File: config.mk
export PLATFORM = sky130hd
export DESIGN_NAME = instr_fetch_queue
export DESIGN_NICKNAME = d
export VERILOG_FILES = /design/src/rtl/cpu_pkg.sv /design/src/rtl/sync_fifo.sv /design/src/rtl/instr_fetch_queue.sv
export SDC_FILE = /design/constraint.sdc
export NUM_CORES = 1
export LEC_CHECK = 0
export ABC_AREA = 1
export CAP_MARGIN = 0
export CORE_MARGIN = 1
export CORE_UTILIZATION = 30
export CTS_BUF_LIST = sky130_fd_sc_hd__clkbuf_4 sky130_fd_sc_hd__clkbuf_8
export DETAILED_ROUTE_END_ITERATION = 8
export DONT_BUFFER_PORTS = 1
export GPL_ROUTABILITY_DRIVEN = 0
export GPL_TIMING_DRIVEN = 0
export MAX_ROUTING_LAYER = met4
export SLEW_MARGIN = 20
export SYNTH_ARGS = -nofsm -noshare
export SYNTH_HDL_FRONTEND = slang
export SYNTH_SLANG_ARGS = --single-unit
File: constraint.sdc
create_clock -name clk -period 7.2 [get_ports clk]
set_input_delay 1.8 -clock clk [delete_from_list [all_inputs] [get_ports clk]]
set_output_delay 1.8 -clock clk [all_outputs]
set_load 0.01 [all_outputs]
File: src/rtl/cpu_pkg.sv
// Shared CPU front-end types: datapath widths and the fetch FIFO entry layout.
package cpu_pkg;
  localparam int XLEN = 32;
  localparam int ILEN = 32;
  localparam logic [ILEN-1:0] NOP_INSTR = 32'h0000_0013;

  typedef struct packed {
    logic [XLEN-1:0] pc;
    logic [ILEN-1:0] instr;
  } fetch_entry_t;
endpackage

File: src/rtl/sync_fifo.sv
// Single-clock FIFO with flush and occupancy count; a full FIFO accepts push+pop together.
module sync_fifo #(
  parameter int WIDTH = 32,
  parameter int DEPTH = 4
) (
  input  logic                       clk,
  input  logic                       rst_n,
  input  logic                       push,
  input  logic [WIDTH-1:0]           din,
  input  logic                       pop,
  input  logic                       flush,
  output logic [WIDTH-1:0]           dout,
  output logic [$clog2(DEPTH+1)-1:0] count,
  output logic                       full,
  output logic                       empty
);
  localparam int AW = (DEPTH > 1) ? $clog2(DEPTH) : 1;
  localparam int CW = $clog2(DEPTH+1);

  logic [WIDTH-1:0] r_mem [DEPTH];
  logic [AW-1:0]    r_wptr, r_rptr;
  logic [CW-1:0]    r_count;
  logic             w_do_push, w_do_pop;

  assign empty     = (r_count == '0);
  assign full      = (r_count == CW'(DEPTH));
  assign count     = r_count;
  assign dout      = r_mem[r_rptr];
  assign w_do_pop  = pop && !empty;
  assign w_do_push = push && (!full || w_do_pop);

  always_ff @(posedge clk or negedge rst_n) begin
    if (!rst_n) begin
      r_wptr  <= '0;
      r_rptr  <= '0;
      r_count <= '0;
    end else if (flush) begin
      r_wptr  <= '0;
      r_rptr  <= '0;
      r_count <= '0;
    end else begin
      if (w_do_push) r_wptr <= (r_wptr == AW'(DEPTH-1)) ? '0 : r_wptr + AW'(1);
      if (w_do_pop)  r_rptr <= (r_rptr == AW'(DEPTH-1)) ? '0 : r_rptr + AW'(1);
      r_count <= r_count + CW'(w_do_push) - CW'(w_do_pop);
    end
  end

  always_ff @(posedge clk) begin
    if (w_do_push && !flush) r_mem[r_wptr] <= din;
  end

  always @(posedge clk) begin
    if (rst_n) assert (!(push && full && !w_do_pop && !flush))
      else $error("sync_fifo overflow");
  end
endmodule

File: src/rtl/instr_fetch_queue.sv
// Fetch front end: sequential PC generation, in-order imem requests, instruction buffering
// toward decode, and redirect handling that discards stale in-flight responses.
module instr_fetch_queue import cpu_pkg::*; #(
  parameter logic [XLEN-1:0] RESET_PC  = 32'h0000_0000,
  parameter int              DEPTH     = 4,
  parameter int              MAX_OUTST = 4
) (
  input  logic            clk,
  input  logic            reset,
  output logic            imem_req_valid,
  input  logic            imem_req_ready,
  output logic [XLEN-1:0] imem_req_addr,
  input  logic            imem_resp_valid,
  input  logic [ILEN-1:0] imem_resp_instr,
  input  logic            redirect_valid,
  input  logic [XLEN-1:0] redirect_pc,
  output logic            id_valid,
  input  logic            id_ready,
  output logic [ILEN-1:0] id_instr,
  output logic [XLEN-1:0] id_pc
);
  localparam int OW = $clog2(MAX_OUTST+1);
  localparam int CW = $clog2(DEPTH+1);

  logic [XLEN-1:0] r_fetch_pc;
  logic [OW-1:0]   r_outst, r_drop;

  logic [OW-1:0]   w_outst_nxt, w_tag_cnt;
  logic [CW-1:0]   w_fifo_cnt;
  logic [31:0]     w_resv;
  logic [XLEN-1:0] w_tag_pc;
  logic            w_fire, w_keep, w_pop;
  logic            w_fifo_empty, w_fifo_full, w_tag_empty, w_tag_full;
  fetch_entry_t    w_push_ent, w_head;

  // Non-stale requests in flight already own a FIFO slot, so responses can never overflow.
  assign w_resv         = 32'(r_outst) - 32'(r_drop) + 32'(w_fifo_cnt);
  assign imem_req_valid = reset && !redirect_valid && (w_resv < 32'(DEPTH)) &&
                          (32'(r_outst) < 32'(MAX_OUTST));
  assign imem_req_addr  = r_fetch_pc;
  assign w_fire         = imem_req_valid && imem_req_ready;
  assign w_outst_nxt    = r_outst + OW'(w_fire) - OW'(imem_resp_valid);
  assign w_keep         = imem_resp_valid && (r_drop == '0) && !redirect_valid;

  assign w_push_ent.pc    = w_tag_pc;
  assign w_push_ent.instr = imem_resp_instr;

  assign id_valid = !w_fifo_empty;
  assign w_pop    = id_valid && id_ready;
  assign id_instr = w_fifo_empty ? '0 : w_head.instr;
  assign id_pc    = w_fifo_empty ? '0 : w_head.pc;

  // Tag queue is never flushed: stale tags retire one-for-one with stale responses.
  sync_fifo #(.WIDTH(XLEN), .DEPTH(MAX_OUTST)) u_tag_q (
    .clk(clk), .rst_n(reset),
    .push(w_fire), .din(r_fetch_pc), .pop(imem_resp_valid), .flush(1'b0),
    .dout(w_tag_pc), .count(w_tag_cnt), .full(w_tag_full), .empty(w_tag_empty)
  );

  sync_fifo #(.WIDTH($bits(fetch_entry_t)), .DEPTH(DEPTH)) u_instr_q (
    .clk(clk), .rst_n(reset),
    .push(w_keep), .din(w_push_ent), .pop(w_pop), .flush(redirect_valid),
    .dout(w_head), .count(w_fifo_cnt), .full(w_fifo_full), .empty(w_fifo_empty)
  );

  always_ff @(posedge clk or negedge reset) begin
    if (!reset) begin
      r_fetch_pc <= RESET_PC;
      r_outst    <= '0;
      r_drop     <= '0;
    end else begin
      r_outst <= w_outst_nxt;
      if (redirect_valid) begin
        r_fetch_pc <= {redirect_pc[XLEN-1:2], 2'b00};
        r_drop     <= w_outst_nxt;
      end else begin
        if (w_fire) r_fetch_pc <= r_fetch_pc + 32'd4;
        if (imem_resp_valid && (r_drop != '0)) r_drop <= r_drop - OW'(1);
      end
    end
  end

  always @(posedge clk) begin
    if (reset) begin
      assert (!(imem_resp_valid && w_tag_empty)) else $error("response without request");
      assert (!(w_fire && w_tag_full)) else $error("tag queue overflow");
      assert (w_tag_cnt == r_outst) else $error("tag count out of sync");
      assert (!(w_keep && w_fifo_full && !w_pop)) else $error("instruction fifo overflow");
    end
  end
endmodule
==> impl_metrics.csv, run 1 <==
group,metric,value,unit
routing,vias,11700,
pwr,power_leakage,7.10,nW
routing,drt-total-wl,46500,um
placed_design,place_area,19000,um^2
routing,drt_iter0_drc,852,
die,die_w,244,um
timing,final-setup-viol-count,0,
worst_setup_path,start_kind,"flop",
synthesis,synth_area_per_cell,11.4,um^2
routing,final_antenna_net_count,0,
timing,slew_violations,0,
placed_design,placed_cells,2328,
worst_setup_path,crit_type,"reg2out",
synthesis,ys_top_cells_by_area,"edfxtp_1 (63%), nor2_1 (7.9%), dfrtp_1 (7.1%)",
layout,regArea,12300,um^2
cts,cts.root.buffer_cell,"clkbuf_8",
cts,cts_tree,"yes",
synthesis,ys_warn_count,0,
cts,clkLatencyLatePin,620,ps
synthesis,synth-seq-area-share,0.699,
routing,avgViaCountPerCell,4.78,
synthesis,async_flop_share,0.120,
global_routing,grt_pass1_vias,11800,
worst_setup_path,critPathMaxStageDelay,590,ps
die,core-area,57800,um^2
timing,setup_ws,2530,ps
pwr,ir_drop,0.159,mV
worst_setup_path,cp_slowest_cell,"a21oi_1",
layout,syn_to_final_growth,15.4,%
layout,mostFrequentLayoutCell,"edfxtp_1",
global_routing,antenna_found_initial,0,
global_routing,grt_overflow,0,
worst_setup_path,cp_max_fo,10,
synthesis,ys_types,33,
layout,num-nets-final,1732,
cts,cts_resized,0,
timing,min_period,4670,ps
cts,htree_levels,3,
cts,clock-sinks,418,
timing,skew,37.1,ps
timing,tns,0,ps
routing,drtPass1Iterations,5,
global_routing,grt_max_degree,52,
timing,finalHoldViolCount,0,
synthesis,yosys.area.top_type,"edfxtp_1",
placed_design,io_buffers,0,
timing,relSlewSlack,0.491,
synthesis,yosysTopAreaCellShare,0.628,
worst_setup_path,path_cells,"buf_2 > inv_2 > buf_2 > clkbuf_1 > o21ai_0 > a21oi_1",
synthesis,synth_edf_count,368,
timing,whs,537,ps
routing,drc,0,
die,initial_core_util,0.305,
worst_setup_path,cp_common_cell,"buf_2",
timing,max_freq,214,MHz
layout,design_area,20300,um^2
timing,rsz0062_at_grt,"no",
timing,tightest_slew,761,ps
routing,avgRoutedWirePerCell,18.9,um
synthesis,ys_ff_latch,418,
global_routing,grt_pass1_wl,70600,um
cts,cts_made_buffers,69,
pwr,powerDensity,362,nW/um^2
synthesis,syn-cell-area,17600,um^2
die,row_count,88,
cts,post_cts_buffers,0,
worst_setup_path,cp.required,5400,ps
worst_setup_path,cp-end-kind,"output pin",
global_routing,grt_use_total,0.161,
min_path,hp-class,"reg2reg",
placed_design,dp_hpwl,31000,um
timing,fin_crit_sh,0.649,
pwr,total_power,7.36,mW
layout,fillers,5668,
layout,final_util,0.351,
worst_setup_path,crit_arrival,2870,ps
layout,final_cell_mix,"edfxtp_1 (368), nor2_1 (361), o21ai_0 (205)",
layout,fin_cells,2455,
cts,cts-hold-fix-buffers,0,
placed_design,place_ws,2800,ps
die,ios,168,
layout,drive_gt1_frac,0.106,
synthesis,ys.flop_type,"edfxtp_1",
die,die_area,59700,um^2
cts,path_clk_slew,60,ps
die,die_h,244,um
synthesis,synth_cells,1545,
job,max_cap_viol_count,0,
cts,clk_path_buf_depth,3,
run_status,outcome,"complete, no violations",
layout,multiInputGateArea,4780,um^2
==> state kept, by name, indices dropped and copies added, names as in the netlist <==
register and count:
r_outst 3, u_instr_q.r_rptr 2, u_tag_q.r_mem 120, imem_req_addr 30
u_tag_q.r_wptr 2, u_tag_q.count 3, u_instr_q.r_wptr 2, u_instr_q.r_mem 248
u_instr_q.count 3, u_tag_q.r_rptr 2, r_drop 3
==> where the power goes <==
part | total (mW) | internal (mW) | switching, mW
clock network | 2.00 | 1.06 | 0.938
logic | 2.17 | 0.565 | 1.61
registers | 3.19 | 2.98 | 0.212
==> critical path, delay by kind of cell (launching register included) <==
kind	cells	cell delay, ps
AO/OA/AOI/OAI	2	750
flip-flops	1	370
buffers and inverters	4	1120
==> metal layers <==
metal  vias to the layer above  track usage  part of all wire
met5                         -            -                 0
met4                         0       0.0443             0.020
met3                        74       0.0514             0.092
met2                       422        0.257              0.47
met1                      5656        0.196              0.41
li1                       5575            -                 -
==> cell usage after synthesis (3+ instances only) <==
cell type  count
a21oi_1       64
buf_1          7
buf_2         18
buf_4          4
buf_6          5
clkbuf_1      50
dfrtp_1       50
edfxtp_1     368
fa_1           4
ha_1          24
inv_1         50
nand2_1      180
nand3_1       62
nand3_2        3
nand3b_1      13
nor2_1       369
nor2_2         4
o21ai_0      205
o22ai_1       30
xnor2_1        6
xor2_1        14
==> final cells by class <==
type | instances | area share
diodes | 1 | 0.000123
plain buffers | 84 | 0.0192
clock buffers | 96 | 0.0573
clock inverters | 30 | 0.00825
inverters | 53 | 0.00979
multi-input cells | 993 | 0.236
flip-flops and latches | 418 | 0.606
well taps | 765 | 0.0471
repair buffers | 15 | 0.0170
==> path summary, 6_finish.rpt <==
kind	startpoint	cells past startpoint	to	slack (ps)
hold reg to reg	r_outst[0]	1	r_outst[0]	540
hold / removal	r_outst[0]	1	r_outst[0]	540
setup / recovery	u_instr_q.r_rptr[0]	6	id_pc[28]	2530
setup reg to reg	r_outst[0]	22	r_drop[2]	3310
max in group asynchronous	reset	0	u_instr_q.r_rptr[1]	6200
min in group asynchronous	reset	0	imem_req_addr[22]	870
==> kinds of logic (layout without fill, tap and decap cells) <==
family	count (synthesis)	count (layout)	synth area share
compound gates	301	301	0.0879
xor+xnor	20	20	0.00995
flops	418	418	0.699
fa+ha+maj	28	28	0.0216
simple gates	640	640	0.148
buf+inv	137	278	0.0335
other cells	1	5	0.000213
Note: power is estimated with default switching activity, not from simulation.
==> inputs of run 2 (changes only) <==
Clock period 7.2 ns to 4.1 ns, I/O delays scaled along.
==> run 2 against run 1 <==
Combinational power rose by 76%. Clock-buffer cell count unchanged. Sequential share of layout area about the same. Power up 76%. Clock power grew 76%. Highest routed layer unchanged. Worst hold slack lost 440 ps.
==> impl_metrics.csv, run 2 (synthesized netlist as in run 1, its figures left out) <==
group,metric,value,unit
run_status,outcome,"complete, no violations",
timing,relSlewSlack,0.493,
cts,clkLatencyLatePin,620,ps
global_routing,antenna_found_initial,0,
routing,vias,11700,
worst_setup_path,crit_arrival,4320,ps
pwr,power_leakage,7.10,nW
layout,num-nets-final,1732,
layout,mostFrequentLayoutCell,"edfxtp_1",
timing,whs,100,ps
worst_setup_path,reg2reg_setup_slack,250,ps
timing,min_period,3850,ps
routing,drt_iter0_drc,837,
die,initial_core_util,0.305,
die,die_area,59700,um^2
cts,htree_levels,3,
pwr,ir_drop,0.271,mV
layout,fin_cells,2455,
die,core-area,57800,um^2
cts,path_clk_slew,60,ps
worst_setup_path,crit_type,"reg2reg",
cts,cts.root.buffer_cell,"clkbuf_8",
min_path,hp-class,"in2async",
timing,skew,37.5,ps
layout,syn_to_final_growth,15.4,%
cts,cts_tree,"yes",
timing,final-setup-viol-count,0,
worst_setup_path,cp_max_fo,10,
timing,tightest_slew,758,ps
routing,avgViaCountPerCell,4.77,
global_routing,grt_pass1_vias,11800,
layout,largest_reg_flops,248,
cts,cts_made_buffers,69,
layout,drive_gt1_frac,0.107,
global_routing,use_met1,0.196,
placed_design,io_buffers,0,
global_routing,top_usage_layer,"met2",
layout,regMostFlops,"u_instr_q.r_mem",
placed_design,dp_hpwl,31000,um
placed_design,placed_cells,2328,
global_routing,grt_max_degree,52,
die,die_h,244,um
timing,rsz0062_at_grt,"yes",
layout,final_cell_mix,"edfxtp_1 (368), nor2_1 (360), o21ai_0 (205)",
timing,setup_ws,250,ps
timing,finalHoldViolCount,0,
die,row_count,88,
worst_setup_path,r2r_end,"r_drop[2]",
routing,drtPass1Iterations,5,
timing,slew_violations,0,
routing,final_antenna_net_count,0,
worst_setup_path,crit_start,"r_outst[0]",
cts,clk_path_buf_depth,3,
cts,clock-sinks,418,
global_routing,grt_overflow,0,
placed_design,place_ws,193,ps
cts,post_cts_buffers,0,
global_routing,met3_usage,0.0514,
global_routing,grt_pass1_wl,70600,um
worst_setup_path,worstSetupEndpoint,"r_drop[2]",
worst_setup_path,cp-end-kind,"flop",
worst_setup_path,rr_startpoint,"r_outst[0]",
pwr,powerDensity,637,nW/um^2
routing,avgRoutedWirePerCell,19.0,um
job,max_cap_viol_count,0,
routing,drt-total-wl,46600,um
timing,max_freq,260,MHz
die,ios,168,
worst_setup_path,r2r_cells,22,
die,die_w,244,um
worst_setup_path,cp.required,4570,ps
worst_setup_path,start_kind,"flop",
global_routing,grt_use_total,0.161,
routing,drc,0,
timing,fin_crit_sh,0.939,
global_routing,met2_usage,0.257,
## run 2: final cells by class
| cell class | count | area (um^2) |
|---|---|---|
| Inverter | 53 | 199 |
| Buffer | 84 | 390 |
| Antenna cell | 1 | 2.50 |
| Multi-Input combinational cell | 993 | 4790 |
| Clock inverter | 30 | 168 |
| Timing Repair Buffer | 15 | 345 |
| Tap cell | 765 | 957 |
| Fill cell | 5669 | 37500 |
| Clock buffer | 96 | 1160 |
| Sequential cell | 418 | 12300 |
## run 2: repair_timing
action / in CTS / in global routing
hold buffers: 0 / 0
resized for setup: 0 / 2
endpoints found under the setup margin: 0 / 2
## run 2: stage by stage
step	utilization	instance area (um^2)	power, mW	setup TNS, ps
after floorplan	-	17600	8.06	-121210
after global placement	0.321	18600	9.41	-861090
after detailed placement	0.328	19000	9.55	0
after CTS	0.351	20300	13.1	0
after global routing	0.351	20300	13.7	-28.8
final	0.352	20300	12.9	0
## run 2: worst min-delay path by stage
stage               slack, ps                 to  cells after the start
global route               40  u_tag_q.r_wptr[0]                      0
finish                    100  imem_req_addr[22]                      0
CTS                        40  u_tag_q.r_wptr[0]                      0
global placement          520         r_outst[0]                      1
floorplan                 500  u_tag_q.r_wptr[1]                      2
detailed placement        520         r_outst[0]                      1
## run 2: metal layers
| layer | up-vias | routed length, um |
|---|---|---|
| li1 | 5573 | - |
| met1 | 5646 | 19400 |
| met2 | 414 | 22100 |
| met3 | 77 | 4100 |
| met4 | 0 | 940 |
| met5 | - | 0 |
## run 2: worst max-delay path: stages (launching register included)
cell and delay [ps]:
dfrtp_1 380, inv_1 60, ha_1 130, inv_1 60
fa_1 380, xor2_1 180, ha_1 320, nor2_2 140
inv_1 50, nand2_1 70, nand2_2 90, nor2_4 220
nand2_4 120, buf_6 160, ha_1 270, inv_1 30
ha_1 180, fa_1 370, xor2_1 180, nand2_1 70
o21ai_0 80, nand2_1 70, o21ai_0 90
## run 2: power by group
group          total (mW)  internal [mW]  switching, mW
logic                3.83           1.00           2.83
clock network        3.51           1.86           1.65
registers            5.61           5.24          0.376
total                12.9           8.10           4.85
